`config.mk`:
```
export PLATFORM = sky130hd
export DESIGN_NAME = mips_multicycle_ctrl
export DESIGN_NICKNAME = d
export VERILOG_FILES = /design/src/rtl/mips_mc_pkg.sv /design/src/rtl/mips_mc_aludec.sv /design/src/rtl/mips_multicycle_ctrl.sv
export SDC_FILE = /design/constraint.sdc
export NUM_CORES = 1
export LEC_CHECK = 0
export ABC_AREA = 1
export BUFFER_PORTS_ARGS = -buffer_cell sky130_fd_sc_hd__buf_4
export CORE_UTILIZATION = 40
export DETAILED_ROUTE_END_ITERATION = 6
export PLACE_DENSITY_LB_ADDON = 0.08
export SLEW_MARGIN = 20
export SYNTH_ARGS = -nofsm -noshare
export SYNTH_HDL_FRONTEND = slang
export SYNTH_SLANG_ARGS = --single-unit
```
`constraint.sdc`:
```
create_clock -name clk -period 1.4 [get_ports clk]
set_input_delay 0.21 -clock clk [delete_from_list [all_inputs] [get_ports clk]]
set_output_delay 0.21 -clock clk [all_outputs]
set_load 0.02 [all_outputs]
```
`src/rtl/mips_mc_pkg.sv`:
```
// Shared encodings for the multicycle MIPS controller: FSM states, opcode/funct
// values, ALUOp and alucontrol codes, and the datapath mux selects.
package mips_mc_pkg;

  typedef enum logic [3:0] {
    S_FETCH,
    S_DECODE,
    S_MEMADR,
    S_MEMRD,
    S_MEMWB,
    S_MEMWR,
    S_EXECUTE,
    S_ALUWB,
    S_BRANCH,
    S_BRANCHNE,
    S_ADDIEX,
    S_ADDIWB,
    S_JUMP
  } state_t;

  localparam logic [5:0] OP_RTYPE = 6'b000000;
  localparam logic [5:0] OP_LW    = 6'b100011;
  localparam logic [5:0] OP_SW    = 6'b101011;
  localparam logic [5:0] OP_BEQ   = 6'b000100;
  localparam logic [5:0] OP_BNE   = 6'b000101;
  localparam logic [5:0] OP_ADDI  = 6'b001000;
  localparam logic [5:0] OP_J     = 6'b000010;

  localparam logic [5:0] FN_ADD = 6'b100000;
  localparam logic [5:0] FN_SUB = 6'b100010;
  localparam logic [5:0] FN_AND = 6'b100100;
  localparam logic [5:0] FN_OR  = 6'b100101;
  localparam logic [5:0] FN_SLT = 6'b101010;

  localparam logic [1:0] ALUOP_ADD   = 2'b00;
  localparam logic [1:0] ALUOP_SUB   = 2'b01;
  localparam logic [1:0] ALUOP_FUNCT = 2'b10;

  localparam logic [2:0] ALU_AND = 3'b000;
  localparam logic [2:0] ALU_OR  = 3'b001;
  localparam logic [2:0] ALU_ADD = 3'b010;
  localparam logic [2:0] ALU_SUB = 3'b110;
  localparam logic [2:0] ALU_SLT = 3'b111;

  localparam logic [1:0] SRCB_B     = 2'b00;
  localparam logic [1:0] SRCB_FOUR  = 2'b01;
  localparam logic [1:0] SRCB_IMM   = 2'b10;
  localparam logic [1:0] SRCB_IMMSH = 2'b11;

  localparam logic [1:0] PC_ALURES = 2'b00;
  localparam logic [1:0] PC_ALUOUT = 2'b01;
  localparam logic [1:0] PC_JUMP   = 2'b10;

endpackage

```
`src/rtl/mips_mc_aludec.sv`:
```
// ALU decoder: maps ALUOp (and funct for R-type) to the alucontrol code and
// flags funct values the datapath does not implement.
module mips_mc_aludec
  import mips_mc_pkg::*;
#(
  parameter int FUNCT_W   = 6,
  parameter int ALUCTRL_W = 3
) (
  input  logic [1:0]           aluop,
  input  logic [FUNCT_W-1:0]   funct,
  output logic [ALUCTRL_W-1:0] alucontrol,
  output logic                 funct_illegal
);

  always_comb begin
    alucontrol    = ALUCTRL_W'(ALU_ADD);
    funct_illegal = 1'b0;
    case (aluop)
      ALUOP_SUB: alucontrol = ALUCTRL_W'(ALU_SUB);
      ALUOP_FUNCT: begin
        case (funct)
          FUNCT_W'(FN_ADD): alucontrol = ALUCTRL_W'(ALU_ADD);
          FUNCT_W'(FN_SUB): alucontrol = ALUCTRL_W'(ALU_SUB);
          FUNCT_W'(FN_AND): alucontrol = ALUCTRL_W'(ALU_AND);
          FUNCT_W'(FN_OR):  alucontrol = ALUCTRL_W'(ALU_OR);
          FUNCT_W'(FN_SLT): alucontrol = ALUCTRL_W'(ALU_SLT);
          // Unknown funct keeps the add code so the ALU never sees an undefined op
          default:          funct_illegal = 1'b1;
        endcase
      end
      default: alucontrol = ALUCTRL_W'(ALU_ADD);
    endcase
  end

endmodule

```
`src/rtl/mips_multicycle_ctrl.sv`:
```
// Multicycle MIPS controller FSM with a memory-ready handshake on fetch/load/store.
// Define MIPS_MC_BNE_EN to add bne (opcode 000101); otherwise bne is illegal.
module mips_multicycle_ctrl
  import mips_mc_pkg::*;
#(
  parameter int OP_W      = 6,
  parameter int FUNCT_W   = 6,
  parameter int ALUCTRL_W = 3
) (
  input  logic                 clk,
  input  logic                 reset_n,
  input  logic [OP_W-1:0]      opcode,
  input  logic [FUNCT_W-1:0]   funct,
  input  logic                 Zero,
  input  logic                 mem_ready,
  output logic                 mem_req,
  output logic                 IorD,
  output logic                 MemWrite,
  output logic                 IRWrite,
  output logic                 RegDst,
  output logic                 MemtoReg,
  output logic                 RegWrite,
  output logic                 ALUSrcA,
  output logic [1:0]           ALUSrcB,
  output logic [1:0]           PCSrc,
  output logic                 PCEn,
  output logic [ALUCTRL_W-1:0] alucontrol,
  output logic                 instr_done,
  output logic                 illegal_op
);

  state_t state, state_nx;

  logic                 op_rtype, op_lw, op_sw, op_beq, op_bne, op_addi, op_j, op_legal;
  logic                 is_lw_q;
  logic [1:0]           aluop;
  logic [ALUCTRL_W-1:0] alu_dec;
  logic                 funct_illegal;
  logic                 pcwrite, branch, branchne;

  assign op_rtype = (opcode == OP_W'(OP_RTYPE));
  assign op_lw    = (opcode == OP_W'(OP_LW));
  assign op_sw    = (opcode == OP_W'(OP_SW));
  assign op_beq   = (opcode == OP_W'(OP_BEQ));
  assign op_addi  = (opcode == OP_W'(OP_ADDI));
  assign op_j     = (opcode == OP_W'(OP_J));
`ifdef MIPS_MC_BNE_EN
  assign op_bne   = (opcode == OP_W'(OP_BNE));
`else
  assign op_bne   = 1'b0;
`endif
  assign op_legal = op_rtype | op_lw | op_sw | op_beq | op_bne | op_addi | op_j;

  assign aluop = (state == S_EXECUTE) ? ALUOP_FUNCT :
                 ((state == S_BRANCH) || (state == S_BRANCHNE)) ? ALUOP_SUB : ALUOP_ADD;

  mips_mc_aludec #(
    .FUNCT_W   (FUNCT_W),
    .ALUCTRL_W (ALUCTRL_W)
  ) u_aludec (
    .aluop         (aluop),
    .funct         (funct),
    .alucontrol    (alu_dec),
    .funct_illegal (funct_illegal)
  );

  always_ff @(posedge clk) begin
    if (!reset_n) state <= S_FETCH;
    else          state <= state_nx;
  end

  // Load/store class is captured once in DECODE so MEMADR need not re-decode
  always_ff @(posedge clk) begin
    if (state == S_DECODE) is_lw_q <= op_lw;
  end

  always_comb begin
    state_nx = state;
    case (state)
      S_FETCH:  if (mem_ready) state_nx = S_DECODE;
      S_DECODE: begin
        if (op_lw || op_sw)  state_nx = S_MEMADR;
        else if (op_rtype)   state_nx = S_EXECUTE;
        else if (op_beq)     state_nx = S_BRANCH;
        else if (op_bne)     state_nx = S_BRANCHNE;
        else if (op_addi)    state_nx = S_ADDIEX;
        else if (op_j)       state_nx = S_JUMP;
        else                 state_nx = S_FETCH;
      end
      S_MEMADR:  state_nx = is_lw_q ? S_MEMRD : S_MEMWR;
      S_MEMRD:   if (mem_ready) state_nx = S_MEMWB;
      S_MEMWR:   if (mem_ready) state_nx = S_FETCH;
      S_EXECUTE: state_nx = funct_illegal ? S_FETCH : S_ALUWB;
      S_ADDIEX:  state_nx = S_ADDIWB;
      default:   state_nx = S_FETCH;
    endcase
  end

  always_comb begin
    mem_req    = 1'b0;
    IorD       = 1'b0;
    MemWrite   = 1'b0;
    IRWrite    = 1'b0;
    RegDst     = 1'b0;
    MemtoReg   = 1'b0;
    RegWrite   = 1'b0;
    ALUSrcA    = 1'b0;
    ALUSrcB    = SRCB_B;
    PCSrc      = PC_ALURES;
    instr_done = 1'b0;
    illegal_op = 1'b0;
    pcwrite    = 1'b0;
    branch     = 1'b0;
    branchne   = 1'b0;
    case (state)
      S_FETCH: begin
        mem_req = 1'b1;
        ALUSrcB = SRCB_FOUR;
        IRWrite = mem_ready;
        pcwrite = mem_ready;
      end
      S_DECODE: begin
        ALUSrcB    = SRCB_IMMSH;
        illegal_op = ~op_legal;
      end
      S_MEMADR: begin
        ALUSrcA = 1'b1;
        ALUSrcB = SRCB_IMM;
      end
      S_MEMRD: begin
        mem_req = 1'b1;
        IorD    = 1'b1;
      end
      S_MEMWB: begin
        MemtoReg   = 1'b1;
        RegWrite   = 1'b1;
        instr_done = 1'b1;
      end
      S_MEMWR: begin
        mem_req    = 1'b1;
        IorD       = 1'b1;
        MemWrite   = 1'b1;
        instr_done = mem_ready;
      end
      S_EXECUTE: begin
        ALUSrcA    = 1'b1;
        illegal_op = funct_illegal;
      end
      S_ALUWB: begin
        RegDst     = 1'b1;
        RegWrite   = 1'b1;
        instr_done = 1'b1;
      end
      S_BRANCH: begin
        ALUSrcA    = 1'b1;
        PCSrc      = PC_ALUOUT;
        branch     = 1'b1;
        instr_done = 1'b1;
      end
      S_BRANCHNE: begin
        ALUSrcA    = 1'b1;
        PCSrc      = PC_ALUOUT;
        branchne   = 1'b1;
        instr_done = 1'b1;
      end
      S_ADDIEX: begin
        ALUSrcA = 1'b1;
        ALUSrcB = SRCB_IMM;
      end
      S_ADDIWB: begin
        RegWrite   = 1'b1;
        instr_done = 1'b1;
      end
      S_JUMP: begin
        PCSrc      = PC_JUMP;
        pcwrite    = 1'b1;
        instr_done = 1'b1;
      end
      default: ;
    endcase
    PCEn = pcwrite | (branch & Zero) | (branchne & ~Zero);
    // Holding reset silences every strobe, including mid-instruction writes
    if (!reset_n) begin
      mem_req    = 1'b0;
      IorD       = 1'b0;
      MemWrite   = 1'b0;
      IRWrite    = 1'b0;
      RegDst     = 1'b0;
      MemtoReg   = 1'b0;
      RegWrite   = 1'b0;
      ALUSrcA    = 1'b0;
      ALUSrcB    = 2'b00;
      PCSrc      = 2'b00;
      PCEn       = 1'b0;
      instr_done = 1'b0;
      illegal_op = 1'b0;
    end
  end

  assign alucontrol = reset_n ? alu_dec : '0;

endmodule

```
==> qor.csv, run 1 <==
stage;metric;value;unit
status;status;finished, violations left;
status;violations;negative setup slack;
sta;max_freq;598;MHz
sta;rsz0062_at_grt;yes;
die;die_y;43.3;um
placed_design;dp_slack;-23.7;ps
clocking;cts_sinks;5;
finish;final_util;84.4;%
sta;slew_viol_final;0;
clocking;root_buffer;clkbuf_4;
die;fp.coreArea;1540;um2
clocking;clkSlewWorstSetupHoldPaths;50;ps
detailed_routing;drt-initial-drc-count;46;
logic_synthesis;synth_top_cell_area_share;15.4;%
placed_design;placed_area;1090;um2
finish;layout.nets;198;
detailed_routing;vias;1092;
die;io_pins;34;
sta;worst_slew_pin_slew;321;ps
detailed_routing;drt_first_pass_iters;4;
clocking;tritoncts;done;
sta;clock_skew;6.24;ps
sta;fin_crit_sh;120;%
finish;antenna_cells;0;
sta;fin_ws;-273;ps
die;initial_core_util;44.2;%
logic_synthesis;yosys_warnings;0;
logic_synthesis;synthTopCellsByArea;nand2_1 15%, dfxtp_1 12%, nor2_1 12%;
worst_setup_path;rr_worst_depth;9;
grt;grt_max_degree;8;
logic_synthesis;synth.distinct_cells;25;
logic_synthesis;yosys-top-cells-count;28 x nand2_1, 21 x nor2_1, 16 x inv_1, 8 x nand3_1, 7 x o21ai_0;
detailed_routing;ant_nets;0;
die;dieArea;1870;um2
detailed_routing;drc;0;
logic_synthesis;ys_seq_elements;5;
job;drv_cap;0;
detailed_routing;drt_wl_total;3.03;mm
finish;ff_latch_area;125;um2
logic_synthesis;syn-num-nets;140;
grt;grt_pass1_wl;4.44;mm
logic_synthesis;syn_inst;124;
logic_synthesis;async_reset_ff_share;0;%
grt;grt_pass1_vias;1019;
detailed_routing;via_per_inst;5.54;
grt;antenna_found_initial;0;
sta;setup_viol;21;
worst_setup_path;crit_type;reg2out;
sta;holdWs;243;ps
worst_setup_path;worstPathMaxFanout;5;
clocking;insertion_delay;270;ps
finish;n_fill_cell;88;
worst_setup_path;reg2reg_slack;-30;ps
worst_setup_path;critPathLaunchType;flip-flop;
min_path;min_path_cells;3;
worst_setup_path;setup.worst_path.end_class;output pin;
clocking;htree_levels;1;
logic_synthesis;ys.flop_type;dfxtp_1;
finish;syn2layout_area_growth;90.8;%
worst_setup_path;path_cells;nor2_4 > nand2_1 > nor3_4 > nor2_1 > o21ai_0 > buf_4;
logic_synthesis;synth.most_common_cell;nand2_1;
logic_synthesis;yosysTopAreaCell;nand2_1;
detailed_routing;wl_per_cell;15.4;um
finish;final_area;1300;um2
min_path;whs_endpoint;state[1]$_SDFFE_PN0P_;
min_path;hp-start;reset_n;
die;fp-row-count;14;
grt;grt.overflow.total;0;
logic_synthesis;synth.avg_cell_area;5.50;um2
worst_setup_path;arrival;1460;ps
power;ir_drop;0.000291;V
grt;grt_use_total;31.7;%
finish;finalNonFillerCells;197;
worst_setup_path;reg2reg_from;state[0]$_SDFFE_PN0P_;
sta;finalHoldViolations;0;
clocking;clock_path_buffers;2;
power;powerDensity;499;nW/um2
placed_design;dp.cells;186;
placed_design;gp_congestion;0.862;
finish;drive_gt1_share;56.9;%
worst_setup_path;r2r_end;state[0]$_SDFFE_PN0P_;
finish;multi_input_area;609;um2
sta;timing.slew.headroom;78.4;%
logic_synthesis;ys_seq_area_share;16.1;%
placed_design;detailed_place_hpwl;1.86;mm
worst_setup_path;crit_slowest_cell;dfxtp_4;
min_path;hold_class;in2reg;
logic_synthesis;synth_edf_count;1;
sta;min_period;1670;ps
power;finalPower;0.649;mW
placed_design;port_buffers;33;
sta;fin_setup_tns;-3360;ps
worst_setup_path;worst_ep_required_time;1190;ps
worst_setup_path;cp-startpoint;state[2]$_SDFFE_PN0P_;
power;p_leak;0.683;nW
logic_synthesis;synth_area;682;um2
clocking;cts_made_buffers;3;
worst_setup_path;critPathMaxStageDelay;370;ps
die;fp.dieW;43.3;um
## repair_timing
item	4_1_cts	5_1_grt
setup buffers	5	2
resized for setup	28	19
pin swaps	5	7
hold buffers	0	0
endpoints found under the setup margin	18	21
## critical path, delay by kind of cell, from the launching register on
| kind | cells | cell delay [ps] |
|---|---|---|
| buffers and inverters | 1 | 180 |
| AOI/OAI and AO/OA | 1 | 90 |
| DFF | 1 | 370 |
| and+or+nand+nor | 4 | 550 |
## registers in the layout (all words and copies together) (netlist names)
name / count
is_lw_q: 1
state: 4
## layout by cell type, fill, tap and decap left out, drive strengths merged
master,instances
buf,54
nand2,32
nor2,27
inv,20
nand3,10
o21ai,8
a21oi,5
dfxtp,4
clkbuf,4
nor3,4
nand4,2
xnor2,2
a41oi,2
a31oi,2
a211oi,1
o211ai,1
clkinv,1
o31ai,1
edfxtp,1
## where the power goes
part	internal [mW]	switching, mW	total, mW
Combinational	0.131	0.158	0.288
Clock	0.109	0.0830	0.192
Sequential	0.152	0.0166	0.169
## cells by family (layout without fill, tap and decap cells)
| family | Yosys count | in the layout | synth area share [%] |
|---|---|---|---|
| and+or+nand+nor | 75 | 75 | 51.9 |
| AOI/OAI and AO/OA | 20 | 20 | 17.2 |
| xor gates and xnor gates | 2 | 2 | 2.57 |
| buffers and inverters | 22 | 79 | 12.1 |
| DFF | 5 | 5 | 16.1 |
## per-layer routing
metal / wire (um) / vias to the layer above / track usage (%)
li1: - / 521 / -
met1: 1160 / 495 / 37.0
met2: 1520 / 56 / 53.7
met3: 225 / 20 / 6.81
met4: 129 / 0 / 15.8
met5: 0 / - / 0
## worst max path at each step
stage / endpoint / slack (ps) / depth (start not counted)
after floorplan: PCEn / -50 / 4
after global placement: illegal_op / -10 / 9
after detailed placement: illegal_op / -20 / 8
after CTS: instr_done / -200 / 7
after global routing: mem_req / -370 / 7
final: PCEn / -270 / 6
## area by class of cell
class / instances / area share, %
multi-input cells: 97 / 46.8
well taps: 16 / 1.54
flip-flops and latches: 5 / 9.62
clock buffers: 4 / 2.02
inverters: 21 / 6.83
repair buffers: 54 / 33.2
No activity file was read; power rests on OpenSTA's default activity.
==> inputs of run 2 (changes only) <==
--- a/config.mk
+++ b/config.mk
@@ -13,4 +13,5 @@
 export SLEW_MARGIN = 20
 export SYNTH_ARGS = -nofsm -noshare
 export SYNTH_HDL_FRONTEND = slang
+export SYNTH_HIERARCHICAL = 1
 export SYNTH_SLANG_ARGS = --single-unit
==> run 2 against run 1 <==
Net effect:
- the flow now stops in global routing (5_1_grt)
- synthesized area rose by 14%
- synthesized cell count up 19%
==> qor.csv, run 2 <==
stage;metric;value;unit;change
status;status;stopped before the end;;was finished, violations left
clocking;root_buffer;clkbuf_4;;unchanged
sta;worstEpCategory;output port;;
logic_synthesis;ys_seq_elements;5;;unchanged
clocking;cts_sinks;5;;unchanged
logic_synthesis;synthTopCellsByArea;nand2_1 17%, inv_1 14%, nor2_1 12%;;was nand2_1 15%, dfxtp_1 12%, nor2_1 12%
die;fp.dieW;46;um;was 43.3 um
logic_synthesis;yosysTopAreaCell;nand2_1;;unchanged
placed_design;dp.cells;223;;was 186
logic_synthesis;synth.avg_cell_area;5.27;um2;was 5.50 um2
logic_synthesis;ys.flop_type;dfxtp_1;;unchanged
clocking;clock_path_buffers;2;;unchanged
logic_synthesis;syn-num-nets;165;;was 140
placed_design;detailed_place_hpwl;2.14;mm;was 1.86 mm
placed_design;gp_congestion;0.951;;was 0.862
die;initial_core_util;43.9;%;was 44.2%
grt;grt_max_degree;14;;
status;stop_error;[ERROR DPL-0038] Utilization greater than 100%, impossible to legalize;;
logic_synthesis;synth_top_cell_area_share;17.0;%;was 15.4%
die;die_y;46;um;was 43.3 um
logic_synthesis;syn_inst;147;;was 124
logic_synthesis;synth_area;774;um2;was 682 um2
die;io_pins;34;;unchanged
logic_synthesis;synth_edf_count;1;;unchanged
logic_synthesis;yosys_warnings;6;;was 0
status;haltStage;global routing (5_1_grt);;
die;fp-row-count;15;;was 14
logic_synthesis;async_reset_ff_share;0;%;unchanged
logic_synthesis;synth.distinct_cells;23;;was 25
logic_synthesis;synth.most_common_cell;nand2_1;;unchanged
sta;worstEndpointGrtRepair;alucontrol[1];;
logic_synthesis;yosys-top-cells-count;35 x nand2_1, 28 x inv_1, 25 x nor2_1, 15 x nand3_1, 6 x nor3_1;;was 28 x nand2_1, 21 x nor2_1, 16 x inv_1, 8 x nand3_1, 7 x o21ai_0
logic_synthesis;ys_seq_area_share;14.2;%;was 16.1%
clocking;cts_made_buffers;3;;unchanged
placed_design;port_buffers;33;;unchanged
clocking;htree_levels;1;;unchanged
## run 2: cell types whose count changed after synthesis, sizes merged, moves of 2 or more
| cell | delta |
|---|---|
| a41oi | -2 |
| buf | +2 |
| ha | +2 |
| inv | +10 |
| nand2 | +5 |
| nand3 | +7 |
| nand4 | +2 |
| nor2 | +5 |
| nor3 | +2 |
| o21ai | -7 |
| xnor2 | -2 |
## run 2: cell families after synthesis
logic type	count (synthesis)	share of synthesized area [%]
xor+xnor	1	1.13
flops	5	14.2
fa+ha+maj	2	3.23
compound gates	9	6.95
buf+inv	32	15.7
simple gates	98	58.8
## run 2: per-stage QoR
stage / hold slack (ps) / setup slack, ps / cell area, um2 / utilization (%)
4_1_cts: 260 / -419 / 1550 / 88.1
3_5_place_dp: 517 / -231 / 1270 / 71.8
3_3_place_gp: 515 / -149 / 1270 / 71.8
2_1_floorplan: 395 / -186 / 833 / -
## run 2: timing repair
item,in CTS
hold buffers,0
pin swaps,27
setup endpoints to repair,21
buffers inserted,15
gates resized for setup,49
==> inputs of run 3 (changes only) <==
--- a/config.mk
+++ b/config.mk
@@ -7,9 +7,10 @@
 export LEC_CHECK = 0
 export ABC_AREA = 1
 export BUFFER_PORTS_ARGS = -buffer_cell sky130_fd_sc_hd__buf_4
-export CORE_UTILIZATION = 40
+export CORE_AREA = 2 2 63 65
 export DETAILED_ROUTE_END_ITERATION = 6
-export PLACE_DENSITY_LB_ADDON = 0.08
+export DIE_AREA = 0 0 65 67
+export PLACE_DENSITY_LB_ADDON = 0.15
 export SLEW_MARGIN = 20
 export SYNTH_ARGS = -nofsm -noshare
 export SYNTH_HDL_FRONTEND = slang
==> run 3 against run 2 <==
Net effect:
- the flow now finishes, with violations (negative setup slack)
- synthesized cell count unchanged
- synthesized area did not move
==> qor.csv, run 3 <==
stage;metric;value;unit;change
status;status;finished, violations left;;was stopped before the end
status;violations;negative setup slack;;
sta;slew_viol_final;0;;
die;dieArea;4360;um2;
logic_synthesis;synth_top_cell_area_share;17.0;%;unchanged
worst_setup_path;setup.worst_path.end_class;output pin;;
logic_synthesis;ys_seq_area_share;14.2;%;unchanged
sta;worst_slew_pin_slew;543;ps;
logic_synthesis;synth_area;774;um2;unchanged
worst_setup_path;crit_path_frequent_cell;inv_2;;
logic_synthesis;yosys-top-cells-count;35 x nand2_1, 28 x inv_1, 25 x nor2_1, 15 x nand3_1, 6 x nor3_1;;unchanged
logic_synthesis;yosys_warnings;6;;unchanged
logic_synthesis;synth_compound_area_share;6.95;%;unchanged
die;initial_core_util;21.5;%;was 43.9%
min_path;hp-start;opcode[3];;
detailed_routing;via_per_inst;4.36;;
detailed_routing;drt-initial-drc-count;30;;
logic_synthesis;synthTopCellsByArea;nand2_1 17%, inv_1 14%, nor2_1 12%;;unchanged
detailed_routing;wl_per_cell;12.3;um;
logic_synthesis;synth.avg_cell_area;5.27;um2;unchanged
clocking;tritoncts;done;;
grt;antenna_found_initial;0;;
logic_synthesis;syn_inst;147;;unchanged
sta;fin_setup_tns;-4510;ps;
worst_setup_path;rr_worst_depth;15;;
placed_design;port_buffers;33;;unchanged
worst_setup_path;crit_type;reg2out;;
power;ir_drop;0.000385;V;
sta;max_freq;566;MHz;
die;fp.dieW;65;um;was 46 um
job;drv_cap;0;;
finish;largest-register;state;;
logic_synthesis;synth_fa_ha_area_share;3.23;%;unchanged
min_path;whs_endpoint;is_lw_q$_DFFE_PP_;;
finish;most-common-layout-cells;47 x buf_4, 28 x buf_6, 19 x nand2_1;;
finish;largest_reg_flops;4;;
logic_synthesis;synth_top_family_by_area;simple AND/OR/NAND/NOR gates;;unchanged
power;p_leak;0.940;nW;
placed_design;placed_area;1310;um2;was 1270 um2
worst_setup_path;crit_slowest_cell;dfxtp_2;;
die;fp.coreArea;3610;um2;
clocking;cts_made_buffers;3;;unchanged
logic_synthesis;synth_edf_count;1;;unchanged
sta;rsz0062_at_grt;yes;;
worst_setup_path;r2r_end;state[1]$_SDFFE_PN0P_;;
finish;final_common_cell;buf_4;;
sta;holdWs;281;ps;
grt;grt_pass1_wl;5.00;mm;
grt;grt_max_degree;9;;
finish;final_area;1890;um2;
finish;antenna_cells;0;;
clocking;postCtsHoldBufs;0;;unchanged
logic_synthesis;async_reset_ff_share;0;%;unchanged
detailed_routing;ant_nets;0;;
sta;clock_skew;4.68;ps;
sta;finalHoldViolations;0;;
die;die_y;67;um;was 46 um
worst_setup_path;reg2reg_from;state[2]$_SDFFE_PN0P_;;
sta;min_period;1770;ps;
die;fp-row-count;22;;was 15
logic_synthesis;muxShareOfSynthArea;0;%;unchanged
min_path;min_path_cells;2;;
finish;reg_top3;state: 4 flops, is_lw_q: 1 flops;;
logic_synthesis;synth-simple-area-share;58.8;%;unchanged
logic_synthesis;ys.flop_type;dfxtp_1;;unchanged
worst_setup_path;path_cells;inv_4 > nor2_4 > nand2_2 > inv_2 > ha_4 > nand2_1 > inv_2 > nand3_2 > a21oi_2 > nand2_1 > inv_2 > buf_6;;
grt;grt.overflow.total;0;;
sta;timing.slew.headroom;63.8;%;
power;finalPower;0.794;mW;
worst_setup_path;critPathMaxStageDelay;340;ps;
clocking;clkSlewWorstSetupHoldPaths;40;ps;
clocking;insertion_delay;230;ps;
placed_design;dp_slack;-238;ps;was -231 ps
sta;fin_crit_sh;126;%;
sta;fin_ws;-368;ps;
finish;drive_gt1_share;69.5;%;
clocking;root_buffer;clkbuf_8;;was clkbuf_4
worst_setup_path;worstPathMaxFanout;4;;
logic_synthesis;synth.distinct_cells;23;;unchanged
finish;multi_input_area;825;um2;
finish;syn2layout_area_growth;144;%;
finish;n_fill_cell;324;;
grt;grt_pass1_vias;1119;;
detailed_routing;vias;1196;;
clocking;htree_levels;1;;unchanged
worst_setup_path;worst_ep_required_time;1190;ps;
detailed_routing;drt_first_pass_iters;4;;
placed_design;gp_congestion;0.798;;was 0.951
placed_design;detailed_place_hpwl;2.08;mm;was 2.14 mm
worst_setup_path;arrival;1560;ps;
detailed_routing;drt_wl_total;3.36;mm;
logic_synthesis;synth-xor-area-share;1.13;%;unchanged
worst_setup_path;reg2reg_slack;-160;ps;
logic_synthesis;syn-num-nets;165;;unchanged
die;io_pins;34;;unchanged
sta;setup_viol;21;;
detailed_routing;drc;0;;
power;powerDensity;421;nW/um2;
worst_setup_path;critPathLaunchType;flip-flop;;
logic_synthesis;ys_seq_elements;5;;unchanged
logic_synthesis;synth.most_common_cell;nand2_1;;unchanged
finish;layout.nets;245;;
clocking;cts_sinks;5;;unchanged
finish;ff_latch_area;120;um2;
grt;grt_use_total;14.7;%;
min_path;hold_class;in2reg;;
clocking;clock_path_buffers;2;;unchanged
logic_synthesis;yosysTopAreaCell;nand2_1;;unchanged
## run 3: area by class of cell
| cell class | instances | area share (%) |
|---|---|---|
| clock buffer | 4 | 2.39 |
| inverter | 30 | 7.16 |
| multi-input combinational | 110 | 43.7 |
| sequential | 5 | 6.36 |
| tap | 48 | 3.18 |
| timing repair buffer | 77 | 37.2 |
## run 3: layer usage
metal  vias to the layer above  wire length [um]  GRT usage (%)
met3                         6                78           2.53
met1                       553              1340           17.3
met5                         -                 0              0
met4                         0                53           3.19
met2                        20              1890           27.7
li1                        617                 -              -
## run 3: power by group
part,internal [mW],leakage (nW),switching (mW)
sequential,0.152,0.0454,0.00627
clock,0.197,0.0228,0.0856
combinational,0.169,0.872,0.185
total,0.517,0.940,0.277
## run 3: logic make-up after synthesis
group,Yosys count
xor gates and xnor gates,1
and+or+nand+nor,98
DFF,5
AOI/OAI and AO/OA,9
adders and majority gates,2
buffers and inverters,32
## run 3: worst max path at each step
stage | start | end
CTS | state[2]$_SDFFE_PN0P_ | illegal_op
floorplan | state[1]$_SDFFE_PN0P_ | illegal_op
global route | state[2]$_SDFFE_PN0P_ | alucontrol[2]
finish | state[2]$_SDFFE_PN0P_ | alucontrol[2]
global placement | state[1]$_SDFFE_PN0P_ | illegal_op
detailed placement | state[2]$_SDFFE_PN0P_ | illegal_op
## run 3: worst max-delay path, delay by kind of cell (launching register included)
family | cells | cell delay (ps)
flops | 1 | 340
buf+inv | 5 | 340
fa+ha+maj | 1 | 150
simple gates | 5 | 370
compound gates | 1 | 120
## run 3: timing repair
| item | 4_1_cts | 5_1_grt |
|---|---|---|
| endpoints found under the setup margin | 21 | 21 |
| pin swaps | 34 | 18 |
| buffers inserted | 38 | 14 |
| gates resized for setup | 57 | 48 |
## run 3: stage by stage
stage               std cells  util [%]
global placement          250      36.4
global route              274      52.4
floorplan                 147         -
detailed placement        250      36.4
CTS                       262      44.7
finish                    274      52.4
==> inputs of run 4 (changes only) <==
--- a/config.mk
+++ b/config.mk
@@ -5,7 +5,6 @@
 export SDC_FILE = /design/constraint.sdc
 export NUM_CORES = 1
 export LEC_CHECK = 0
-export ABC_AREA = 1
 export BUFFER_PORTS_ARGS = -buffer_cell sky130_fd_sc_hd__buf_4
 export CORE_AREA = 2 2 63 65
 export DETAILED_ROUTE_END_ITERATION = 6
==> constraint.sdc (replaced) <==
create_clock -name clk -period 1.4 [get_ports clk]
set_input_delay 0.21 -clock clk [delete_from_list [all_inputs] [get_ports clk]]
set_output_delay 0.21 -clock clk [all_outputs]
set_load 0.1 [all_outputs]
==> run 4 against run 3 <==
Net effect:
- the run still ends with negative setup slack left
- hold slack worse by 0.70 ps
- cell count is 6.2% lower
- first-iteration DRC count is 6.7% lower
- synthesized cell count is 21% lower
- final area is 24% higher
- routed wire length is 9.7% higher
- count of clock-buffer cells in the layout stayed put
- setup slack worse by 180 ps
- critical path type unchanged
- critical endpoint is now illegal_op
- largest cell class unchanged
- highest routed layer unchanged
==> qor.csv, run 4 <==
stage;metric;value;unit;change
status;status;finished, violations left;;unchanged
status;violations;negative setup slack;;unchanged
logic_synthesis;synth.avg_cell_area;7.05;um2;was 5.27 um2
finish;syn2layout_area_growth;187;%;was 144%
die;fp.coreArea;3610;um2;unchanged
worst_setup_path;cp.depth;6;;was 12
power;ir_drop;0.000502;V;was 0.000385 V
finish;final_common_cell;buf_4;;unchanged
clocking;tritoncts;done;;unchanged
die;dieArea;4360;um2;unchanged
detailed_routing;wl_per_cell;14.3;um;was 12.3 um
detailed_routing;via_per_inst;4.89;;was 4.36
detailed_routing;drt_first_pass_iters;4;;unchanged
sta;fin_setup_tns;-7240;ps;was -4510 ps
min_path;min_path_cells;2;;unchanged
finish;antenna_cells;0;;unchanged
sta;worst_slew_pin_slew;382;ps;was 543 ps
clocking;root_buffer;clkbuf_8;;unchanged
grt;grt_pass1_wl;6.23;mm;was 5.00 mm
min_path;hp-start;mem_ready;;was opcode[3]
clocking;cts_made_buffers;3;;unchanged
worst_setup_path;cp-startpoint;state[1]$_SDFFE_PN0P_;;was state[2]$_SDFFE_PN0P_
worst_setup_path;worst_ep_required_time;1190;ps;about the same
die;fp-row-count;22;;unchanged
job;drv_cap;0;;unchanged
finish;reg_top3;state: 4 flops, is_lw_q: 1 flops;;unchanged
clocking;postCtsHoldBufs;0;;unchanged
finish;layout.nets;228;;was 245
clocking;clock_path_buffers;2;;unchanged
grt;busiest_layer;met2;;unchanged
logic_synthesis;ys.flop_type;dfxtp_1;;unchanged
clocking;cts_sinks;5;;unchanged
detailed_routing;drt_wl_total;3.68;mm;was 3.36 mm
sta;clock_skew;4.08;ps;was 4.68 ps
worst_setup_path;critPathTopFamily;compound AO/OA/AOI/OAI gates;;was simple AND/OR/NAND/NOR gates
worst_setup_path;critPathMaxStageDelay;360;ps;was 340 ps
detailed_routing;drc;0;;unchanged
power;powerDensity;358;nW/um2;was 421 nW/um2
sta;fin_ws;-549;ps;was -368 ps
logic_synthesis;yosysTopAreaCell;dfxtp_1;;was nand2_1
logic_synthesis;yosys_warnings;6;;unchanged
worst_setup_path;cp.buffers_inverters;2;;was 5
logic_synthesis;syn-num-nets;134;;was 165
finish;drive_gt1_share;77.5;%;was 69.5%
grt;grt_max_degree;18;;was 9
clocking;insertion_delay;220;ps;was 230 ps
worst_setup_path;critPathLaunchType;flip-flop;;unchanged
finish;n_fill_cell;272;;was 324
logic_synthesis;ys_seq_elements;5;;unchanged
logic_synthesis;synth.most_common_cell;nor2_1;;was nand2_1
logic_synthesis;syn_inst;116;;was 147
placed_design;dp_slack;-477;ps;was -238 ps
sta;timing.slew.headroom;74.5;%;was 63.8%
finish;ff_latch_area;125;um2;was 120 um2
sta;max_freq;513;MHz;was 566 MHz
placed_design;gp_congestion;0.780;;was 0.798
grt;grt_use_total;18.5;%;was 14.7%
power;finalPower;0.839;mW;was 0.794 mW
logic_synthesis;yosys-top-cells-count;15 x nor2_1, 12 x nand2_1, 9 x nor3_1, 8 x inv_1, 5 x nor2b_1;;was 35 x nand2_1, 28 x inv_1, 25 x nor2_1, 15 x nand3_1, 6 x nor3_1
sta;finalHoldViolations;0;;unchanged
placed_design;port_buffers;33;;unchanged
grt;grt_util_met1;22.0;%;was 17.3%
logic_synthesis;synthTopCellsByArea;dfxtp_1 9.8%, nor2_1 6.9%, nor3_1 5.5%;;was nand2_1 17%, inv_1 14%, nor2_1 12%
logic_synthesis;synth.distinct_cells;46;;was 23
sta;slew_viol_final;0;;unchanged
die;io_pins;34;;unchanged
sta;fin_crit_sh;139;%;was 126%
min_path;hold_class;in2reg;;unchanged
worst_setup_path;arrival;1740;ps;was 1560 ps
clocking;htree_levels;1;;unchanged
grt;grtUsageMet3;2.20;%;was 2.53%
sta;setup_viol;22;;was 21
die;die_y;67;um;unchanged
placed_design;detailed_place_hpwl;2.58;mm;was 2.08 mm
power;p_leak;0.985;nW;was 0.940 nW
worst_setup_path;crit_slowest_cell;dfxtp_4;;was dfxtp_2
finish;largest_reg_flops;4;;unchanged
grt;grt_pass1_vias;1318;;was 1119
worst_setup_path;path_cells;buf_8 > nor4b_4 > a21boi_4 > o41ai_4 > o21ai_4 > buf_12;;was inv_4 > nor2_4 > nand2_2 > inv_2 > ha_4 > nand2_1 > inv_2 > nand3_2 > a21oi_2 > nand2_1 > inv_2 > buf_6
finish;largest-register;state;;unchanged
die;fp.dieW;65;um;unchanged
sta;min_period;1950;ps;was 1770 ps
worst_setup_path;rr_worst_depth;10;;was 15
grt;antenna_found_initial;0;;unchanged
worst_setup_path;worstPathMaxFanout;4;;unchanged
logic_synthesis;synth_edf_count;1;;unchanged
clocking;clkSlewWorstSetupHoldPaths;40;ps;about the same
grt;grtUsageMet2;36.0;%;was 27.7%
finish;most-common-layout-cells;60 x buf_4, 17 x buf_12, 16 x buf_6;;was 47 x buf_4, 28 x buf_6, 19 x nand2_1
detailed_routing;vias;1256;;was 1196
sta;rsz0062_at_grt;yes;;unchanged
worst_setup_path;reg2reg_from;state[1]$_SDFFE_PN0P_;;was state[2]$_SDFFE_PN0P_
detailed_routing;ant_nets;0;;unchanged
logic_synthesis;synth_top_cell_area_share;9.79;%;was 17.0%
logic_synthesis;ys_seq_area_share;13.5;%;was 14.2%
logic_synthesis;async_reset_ff_share;0;%;unchanged
worst_setup_path;setup.worst_path.end_class;output pin;;unchanged
finish;final_util;65.1;%;was 52.4%
detailed_routing;drt-initial-drc-count;28;;was 30
grt;grt.overflow.total;0;;unchanged
worst_setup_path;crit_type;reg2out;;unchanged
finish;multi_input_area;1050;um2;was 825 um2
logic_synthesis;synth_area;818;um2;was 774 um2
die;initial_core_util;22.7;%;was 21.5%
run 4: metrics by stage:
| stage | std cells | hold slack [ps] | area, um2 |
|---|---|---|---|
| CTS | 255 | 268 | 2270 |
| global placement | 233 | 484 | 1640 |
| global route | 257 | 283 | 2350 |
| finish | 257 | 280 | 2350 |
| detailed placement | 233 | 490 | 1640 |
| floorplan | 116 | 320 | 1100 |
run 4: report_power, final:
part / leakage, nW / internal, mW / switching (mW)
logic: 0.917 / 0.187 / 0.230
clock network: 0.0228 / 0.196 / 0.0747
registers: 0.0447 / 0.146 / 0.00552
run 4: final timing paths:
path | to | slack (ps)
worst max-delay path | illegal_op | -550
worst min-delay path | state[2]$_SDFFE_PN0P_ | 280
worst max register to register | state[2]$_SDFFE_PN0P_ | -420
worst min register to register | state[1]$_SDFFE_PN0P_ | 680
run 4: logic make-up after synthesis:
logic type               after synthesis  share of synthesized area, %
buffers and inverters                 15                          8.72
AND/OR/NAND/NOR                       60                          40.1
adder cells (fa/ha/maj)                2                          3.06
XOR/XNOR                               3                          3.21
multiplexers                           2                          2.45
AO/OA/AOI/OAI                         29                          29.1
flip-flops                             5                          13.5
run 4: layout make-up:
type | instances | share of cell area (%)
well taps | 48 | 2.56
flip-flops and latches | 5 | 5.33
clock buffers | 4 | 1.92
repair buffers | 96 | 43.3
multi-input cells | 96 | 44.9
inverters | 8 | 1.97
run 4: repair_timing:
action / 4_1_cts / 5_1_grt
pin swaps: 23 / 14
gates resized for setup: 108 / 21
setup buffers: 19 / 7
endpoints found under the setup margin: 22 / 22
run 4: metal layers:
metal | part of all wire (%) | wire [um]
met1 | 42 | 1530
met2 | 55 | 2040
met3 | 2.8 | 104
met4 | 0.22 | 8
met5 | 0 | 0
